<file path="src/rtl/audio_pkg.sv">
// Shared audio-path types and widths used by the gain estimator
// and its serial divider.
package audio_pkg;

    localparam int SAMPLE_W = 16;
    localparam int SHIFT_W  = 5;
    localparam int DIV_W    = 31;

    typedef logic [SAMPLE_W-1:0] sample_t;

    typedef enum logic {
        ACCUM,
        DIVIDE
    } gain_state_e;

    function automatic sample_t max_s(input sample_t a, input sample_t b);
        return (a > b) ? a : b;
    endfunction

endpackage

</file>
<file path="src/rtl/serial_divider.sv">
// Unsigned restoring divider, one quotient bit per cycle.
// The dividend register shifts left and fills with quotient bits.
module serial_divider
    import audio_pkg::*;
(
    input  logic             clk,
    input  logic             reset,
    input  logic             start,
    input  logic [DIV_W-1:0] dividend,
    input  sample_t          divisor,
    output logic [DIV_W-1:0] quotient,
    output logic             done,
    output logic             div_by_zero
);

    localparam logic [4:0] STEPS = 5'(DIV_W);

    logic [DIV_W-1:0] acc_q, acc_d;
    sample_t          rem_q, rem_d;
    sample_t          dsr_q, dsr_d;
    logic [4:0]       cnt_q, cnt_d;
    logic             run_q, run_d;
    logic             done_q, done_d;
    logic             dbz_q, dbz_d;

    logic [SAMPLE_W:0] trial;
    logic [SAMPLE_W:0] diff;
    logic              ge;

    always_comb begin
        trial  = {rem_q, acc_q[DIV_W-1]};
        diff   = trial - {1'b0, dsr_q};
        ge     = trial >= {1'b0, dsr_q};
        acc_d  = acc_q;
        rem_d  = rem_q;
        dsr_d  = dsr_q;
        cnt_d  = cnt_q;
        run_d  = run_q;
        dbz_d  = dbz_q;
        done_d = 1'b0;
        if (start) begin
            acc_d = dividend;
            rem_d = '0;
            dsr_d = divisor;
            cnt_d = STEPS;
            run_d = 1'b1;
            dbz_d = (divisor == '0);
        end else if (run_q) begin
            acc_d = {acc_q[DIV_W-2:0], ge};
            rem_d = ge ? diff[SAMPLE_W-1:0] : trial[SAMPLE_W-1:0];
            cnt_d = cnt_q - 5'd1;
            if (cnt_q == 5'd1) begin
                run_d  = 1'b0;
                done_d = 1'b1;
            end
        end
    end

    always_ff @(posedge clk) begin
        if (reset) begin
            acc_q  <= '0;
            rem_q  <= '0;
            dsr_q  <= '0;
            cnt_q  <= '0;
            run_q  <= 1'b0;
            done_q <= 1'b0;
            dbz_q  <= 1'b0;
        end else begin
            acc_q  <= acc_d;
            rem_q  <= rem_d;
            dsr_q  <= dsr_d;
            cnt_q  <= cnt_d;
            run_q  <= run_d;
            done_q <= done_d;
            dbz_q  <= dbz_d;
        end
    end

    assign quotient    = acc_q;
    assign done        = done_q;
    assign div_by_zero = dbz_q;

endmodule

</file>
<file path="src/rtl/gain_estimator.sv">
// Windowed peak detector that derives the scalar/shift gain pair
// mapping the observed peak onto TARGET.
module gain_estimator
    import audio_pkg::*;
#(
    parameter int                 WINDOW = 1024,
    parameter logic [15:0]        TARGET = 16'hC000,
    parameter logic [SHIFT_W-1:0] SHIFT  = 5'd8
) (
    input  logic                clk,
    input  logic                reset,
    input  logic                sample_valid,
    input  logic [SAMPLE_W-1:0] sample_in,
    output logic [SAMPLE_W-1:0] scalar,
    output logic [SHIFT_W-1:0]  shift,
    output logic                gain_valid,
    output logic                busy
);

    localparam logic [DIV_W-1:0] DIVIDEND = DIV_W'(TARGET) << SHIFT;
    localparam sample_t          LAST     = 16'(WINDOW - 1);
    localparam sample_t          UNITY    = 16'd1 << SHIFT;

    gain_state_e state_q, state_d;
    sample_t     peak_q, peak_d;
    sample_t     count_q, count_d;
    sample_t     scalar_q, scalar_d;
    logic        gain_valid_q, gain_valid_d;
    logic        busy_q, busy_d;

    sample_t          hi;
    logic             close;
    logic [DIV_W-1:0] quo;
    logic             div_done;
    logic             div_zero;

    serial_divider u_div (
        .clk         (clk),
        .reset       (reset),
        .start       (close),
        .dividend    (DIVIDEND),
        .divisor     (hi),
        .quotient    (quo),
        .done        (div_done),
        .div_by_zero (div_zero)
    );

    always_comb begin
        hi           = max_s(peak_q, sample_in);
        close        = sample_valid && (count_q == LAST);
        state_d      = state_q;
        peak_d       = peak_q;
        count_d      = count_q;
        scalar_d     = scalar_q;
        busy_d       = busy_q;
        gain_valid_d = 1'b0;
        if (sample_valid) begin
            peak_d  = close ? '0 : hi;
            count_d = close ? '0 : count_q + 16'd1;
        end
        unique case (state_q)
            ACCUM: begin
                if (close) begin
                    state_d = DIVIDE;
                    busy_d  = 1'b1;
                end
            end
            DIVIDE: begin
                if (div_done) begin
                    state_d      = ACCUM;
                    busy_d       = 1'b0;
                    gain_valid_d = 1'b1;
                    // Zero divisor and oversized quotients both saturate
                    scalar_d = (div_zero || |quo[DIV_W-1:SAMPLE_W])
                             ? 16'hFFFF : quo[SAMPLE_W-1:0];
                end
            end
            default: state_d = ACCUM;
        endcase
    end

    always_ff @(posedge clk) begin
        if (reset) begin
            state_q      <= ACCUM;
            peak_q       <= '0;
            count_q      <= '0;
            scalar_q     <= UNITY;
            gain_valid_q <= 1'b0;
            busy_q       <= 1'b0;
        end else begin
            state_q      <= state_d;
            peak_q       <= peak_d;
            count_q      <= count_d;
            scalar_q     <= scalar_d;
            gain_valid_q <= gain_valid_d;
            busy_q       <= busy_d;
        end
    end

    assign scalar     = scalar_q;
    assign shift      = SHIFT;
    assign gain_valid = gain_valid_q;
    assign busy       = busy_q;

endmodule

</file>
<file path="config.mk">
export PLATFORM = sky130hd
export DESIGN_NAME = gain_estimator
export DESIGN_NICKNAME = d
export VERILOG_FILES = /design/src/rtl/audio_pkg.sv /design/src/rtl/serial_divider.sv /design/src/rtl/gain_estimator.sv
export SDC_FILE = /design/constraint.sdc
export NUM_CORES = 1
export LEC_CHECK = 0
export ABC_AREA = 1
export BUFFER_PORTS_ARGS = -buffer_cell sky130_fd_sc_hd__buf_2
export CORE_AREA = 2 2 136 164
export DETAILED_ROUTE_END_ITERATION = 6
export DIE_AREA = 0 0 138 166
export GPL_ROUTABILITY_DRIVEN = 0
export GPL_TIMING_DRIVEN = 0
export REMOVE_ABC_BUFFERS = 1
export SYNTH_ARGS = -nofsm -noshare
export SYNTH_HDL_FRONTEND = slang
export SYNTH_SLANG_ARGS = --single-unit
</file>
<file path="constraint.sdc">
create_clock -name clk -period 2.8 [get_ports clk]
set_input_delay 0.56 -clock clk [delete_from_list [all_inputs] [get_ports clk]]
set_output_delay 0.56 -clock clk [all_outputs]
set_load 0.01 [all_outputs]
</file>
# == Word-level counts from Yosys, hierarchy flattened ==
# Index checks and enable logic that the tools add are counted.
# op_classes
add_sub_neg,3
bitwise,2
order_cmp,2
n_reduce_logical,10
n_mux,20
eq_ne,4
# ops
operator,count
2-to-1 mux 16 bit,5
2-to-1 mux 24 bit,2
greater-or-equal comparator 17 x 16 -> 1 bit,1
"adder 16 x 1 -> 16 bit, second input constant",1
"== test 16 x 10 -> 1 bit, second input constant",1
> comparator 16 bit,1
zero test 16 bit,1
subtractor 16 bit,1
OR reduction 15 bit,1
2-to-1 mux 5 bit,2
2-to-1 mux 1 bit,9
"== test 5 x 1 -> 1 bit, second input constant",1
"subtractor 5 x 1 -> 5 bit, second input constant",1
one-hot mux 1 bit (2 select lines),2
AND reduction 2 bit,2
OR reduction 2 bit,2
OR reduction 3 bit,1
"!= test 2 x 1 -> 1 bit, second input constant",1
"!= test 2 bit, second input constant",1
NOT 1 bit,2
nonzero test 2 bit,1
logical AND 1 bit,1
logical OR 1 bit,1
# word_totals
ff_bits,122
inputBits,19

# == Depth between registers and ports, before layout ==
# logic_depth
ltp_word,4
ltp_mapped,20

# == By module ==
# A second synthesis with hierarchy kept.
# unflattened
hier_cells,1045
hier_area_um2,7299.5
# by_module_without_submodules
mod,cells_each,area_per_inst_um2,n_inst,seq_area_each_um2
serial_divider,635,4287.9,1,1421.4
gain_estimator,410,3011.6,1,1021.0

# == Least setup slack after synthesis ==
# Ideal clock, no wire load.
# synth_timing
kind,input -> register
from,input port sample_in[15]
to,register peak_q[9]
stages,12
setup_time_ns,0.071
t_arrival_ns,2.004
slack_ns,0.725
cell_sequence,inv_1 ha_1 nand2_1 nor3_2 nand2_1 nand2_1 nand2_1 buf_2 nand2_1 o21ai_0 or2_2 a21oi_1
# synth_via
elab_chain_len,3
# synth_lines
item,line_no,rtl
"start, declared",gain_estimator.sv:13,"input logic [SAMPLE_W-1:0] sample_in,"
> comparator 16 bit,audio_pkg.sv:17,return (a > b) ? a : b;
2-to-1 mux 16 bit,audio_pkg.sv:17,
2-to-1 mux 16 bit,gain_estimator.sv:58,peak_d = close ? '0 : hi;
"end signal, assigned",gain_estimator.sv:92,peak_q <= peak_d;
"end, declared",gain_estimator.sv:25,"sample_t peak_q, peak_d;"
# No other way between the ends.
# A chain may end at the register's enable or synchronous reset.

# == Worst setup path after layout ==
# layout_timing
from,register u_div.dsr_q[8]
to,register u_div.rem_q[1]
# layout_via
elab_chain_len,2
# layout_lines
item,line_no,rtl
"start, declared",serial_divider.sv:20,"sample_t dsr_q, dsr_d;"
"start signal, assigned",serial_divider.sv:71,dsr_q <= dsr_d;
greater-or-equal comparator 17 x 16 -> 1 bit,serial_divider.sv:33,"ge = trial >= {1'b0, dsr_q};"
2-to-1 mux 16 bit,serial_divider.sv:50,rem_d = ge ? diff[SAMPLE_W-1:0] : trial[SAMPLE_W-1:0];
"end signal, assigned",serial_divider.sv:70,rem_q <= rem_d;
"end, declared",serial_divider.sv:19,"sample_t rem_q, rem_d;"
# No other way between the ends.

==> out/results.txt <==
RSZ-0062 raised after global routing: no
Clock buffer depth: 2
Worst-Margin Slew: 1.29 ns
Overall global routing resource usage: 12.7%
Synth Warn #: 0
Post-synthesis async set-or-reset flop share: 0%
Vias: 5490
Layout area overhead: 15.5%
Worst Hold Class: flop to flop
Placed cell count: 1151
Crit Path Class: flop to flop
Post-synthesis compound-gate area fraction: 14.1%
Critical path required time: 3.11 ns
Synth area leader: dfxtp_1
Number of synthesized flops with an enable pin: 0
Post-Route WL: 14.2 mm
Root buf cell: clkbuf_16
Outcome: finished clean
Core area: 21400 um2
Routed vias/inst: 4.64
Largest family of logic cells by synthesized area: simple AND/OR/NAND/NOR gates
Final layout net count: 953
Synth top area share: 38.6%
Synth Area per Inst: 7.19 um2
Clock sinks: 122
Clock slew at reported path FFs: 0.06 ns
DIE AREA: 22900 um2
Clock skew: 0.00695 ns
IO Count: 42
Initial antenna violation count: 0
H-tree levels: 4
Top_reg_cell synth: dfxtp_1
Seq cells post-synth: 122
Max_cap viols: 0
Vias in the first global route: 5252
Setup TNS: 0 ns
Iter 0 DRT Violations: 228
DIE WIDTH: 138 um
Non-filler cells, final: 1184
CP Max Fanout: 17
DP HPWL: 9.59 mm
First-pass GRT wire length: 24.2 mm
Peak supply drop: 0.381 mV
Leakage: 3.34 nW
Post-Synth Simple-Gate Area: 27.1%
Min cycle time layout: 2.57 ns
Reg2reg setup slack: 0.23 ns
CP startpoint kind: flop
Synthesized area: 6320 um2
Switching Fraction: 23.2%
Gate power share: 5.1%
Power Density: 581 nW/um2
CTS hold repair buffers: 0
Clk pwr share: 53.1%
Port Buf Inserts: 36
Data arrival, critical path: 2.88 ns
Slew Limit Fails: 0
Peak Freq: 0.390 GHz
# diodes: 0
FP Rows: 59
Dominant cells by area after synthesis: dfxtp_1 39%, nand2_1 13%, ha_1 6.9%
GR Overflow Total: 0
ANT nets after route: 0
Final hold viol count: 0
XOR/XNOR share of the synthesized area: 2.91%
Synth Area in Adders: 7.25%
Commonest non-fill, non-tap cell in the layout: nand2_1
Register area share after synthesis: 38.6%
Layout cell share with drive strength beyond 1: 10.2%
CTS tree: yes
R2R depth: 13
Clock buffer count from CTS: 17
Initial core utilization: 29.5%
Flop pwr share: 41.7%
Slew HR: 14.0%
Nature of the critical path endpoint: flop
Most frequent cells in the layout: 212 x nand2_1, 121 x dfxtp_1, 109 x inv_1, 77 x a21oi_1, 61 x nand3_1
Clk Latency, worst-skew pair: 0.42 ns
DRT Pass-1 Iters: 5
Synth unique cells: 45
Largest net degree at the start of global routing: 52
Internal power: 3.26 mW
Psw: 983 uW
WL per Instance: 12.0 um
DIE HEIGHT: 166 um
Cells on Worst Hold Path: 2
DR DRC count: 0
Setup violations, final: 0
Multiplexer share of the synthesized area: 0%
Post-route clock period utilization: 91.7%
Post-Syn Instances: 879
-- cells by family (layout without fill, tap and decap cells) --
group | Yosys count | in the layout
AO/OA/AOI/OAI | 160 | 160
XOR/XNOR | 21 | 21
adder cells (fa/ha/maj) | 36 | 36
buffers and inverters | 153 | 181
flip-flops | 122 | 122
other | 2 | 5
AND/OR/NAND/NOR | 385 | 385
-- path summary, 6_finish.rpt --
path | startpoint | end
max | u_div.dsr_q[8]$_SDFFE_PP0P_ | u_div.rem_q[1]$_SDFFE_PP0P_
min reg2reg | scalar[15]$_SDFFE_PP0P_ | scalar[15]$_SDFFE_PP0P_
min | scalar[15]$_SDFFE_PP0P_ | scalar[15]$_SDFFE_PP0P_
max reg2reg | u_div.dsr_q[8]$_SDFFE_PP0P_ | u_div.rem_q[1]$_SDFFE_PP0P_
-- layout make-up --
| type | count | area [um2] |
|---|---|---|
| clock buffer | 20 | 457 |
| clock inverter | 11 | 146 |
| fill | 2255 | 14100 |
| inverter | 111 | 419 |
| multi-input combinational | 607 | 3280 |
| sequential | 122 | 2440 |
| tap | 274 | 343 |
| timing repair buffer | 39 | 215 |
-- per-stage QoR --
step	utilization [%]	total power, mW	setup slack (ns)	area, um2	hold slack (ns)
floorplan	-	1.95	0.0104	6120	0.428
global placement	31.0	2.02	-1.25	6640	0.439
detailed placement	31.1	2.02	-0.564	6670	0.443
CTS	34.1	4.28	0.159	7300	0.458
global route	34.1	4.40	0.00176	7300	0.470
finish	34.1	4.24	0.233	7300	0.453
-- routing by layer --
metal	vias up	global-route usage (%)	routed length, um
met5	-	0	0
met1	2490	14.9	6660
li1	2898	-	-
met2	73	21.8	6750
met3	29	3.29	407
met4	0	5.68	384
-- what timing repair did --
item	4_1_cts	5_1_grt
setup endpoints to repair	58	1
pin swaps	1	0
resized for setup	3	3
gates cloned	0	0
setup buffers	2	0
-- critical path, cell delays in order (launching register included) --
cell	delay, ns
dfxtp_1	0.31
inv_1	0.07
ha_1	0.37
a21oi_1	0.22
o21ai_0	0.11
o21bai_2	0.22
nand2_1	0.07
nand2_1	0.09
nand2_2	0.33
nand2_4	0.21
nand2_1	0.19
nor2_1	0.05
o21ai_0	0.15
inv_1	0.06
-- power groups by stage --
| stage | Clock, mW | Sequential [mW] | Combinational, mW |
|---|---|---|---|
| CTS | 2.29 | 1.77 | 0.219 |
| floorplan | 0 | 1.80 | 0.145 |
| global route | 2.38 | 1.77 | 0.252 |
| detailed placement | 0 | 1.81 | 0.216 |
| finish | 2.26 | 1.77 | 0.218 |
| global placement | 0 | 1.81 | 0.215 |
-- synth_stat cells (2+ instances only) --
cell type / instances
nand2_1: 213
dfxtp_1: 122
inv_1: 109
a21oi_1: 77
nand3_1: 61
nor2_1: 53
o21ai_0: 48
ha_1: 35
clkbuf_1: 19
nand4_1: 17
a21boi_0: 14
buf_2: 12
xor2_1: 11
xnor2_1: 10
nor3_1: 9
buf_4: 6
nor4_1: 6
nand2_2: 4
o22ai_1: 4
or2_1: 4
a22oi_1: 3
a31oi_1: 3
buf_1: 3
nand3b_1: 3
o21a_1: 3
a21o_1: 2
a21oi_2: 2
buf_6: 2
conb_1: 2
inv_2: 2
nand3_2: 2
nor2_2: 2
nor2_4: 2
nor3b_1: 2
or2_2: 2
-- flip-flops by register name, summed over array words and instances, names as in the netlist --
register,count
u_div.cnt_q,5
u_div.quotient,31
u_div.rem_q,16
peak_q,16
scalar,16
gain_valid,1
u_div.dsr_q,16
state_q,1
u_div.div_by_zero,1
u_div.done,1
busy,1
u_div.run_q,1
count_q,16
Note: power is estimated with default switching activity, not from simulation.
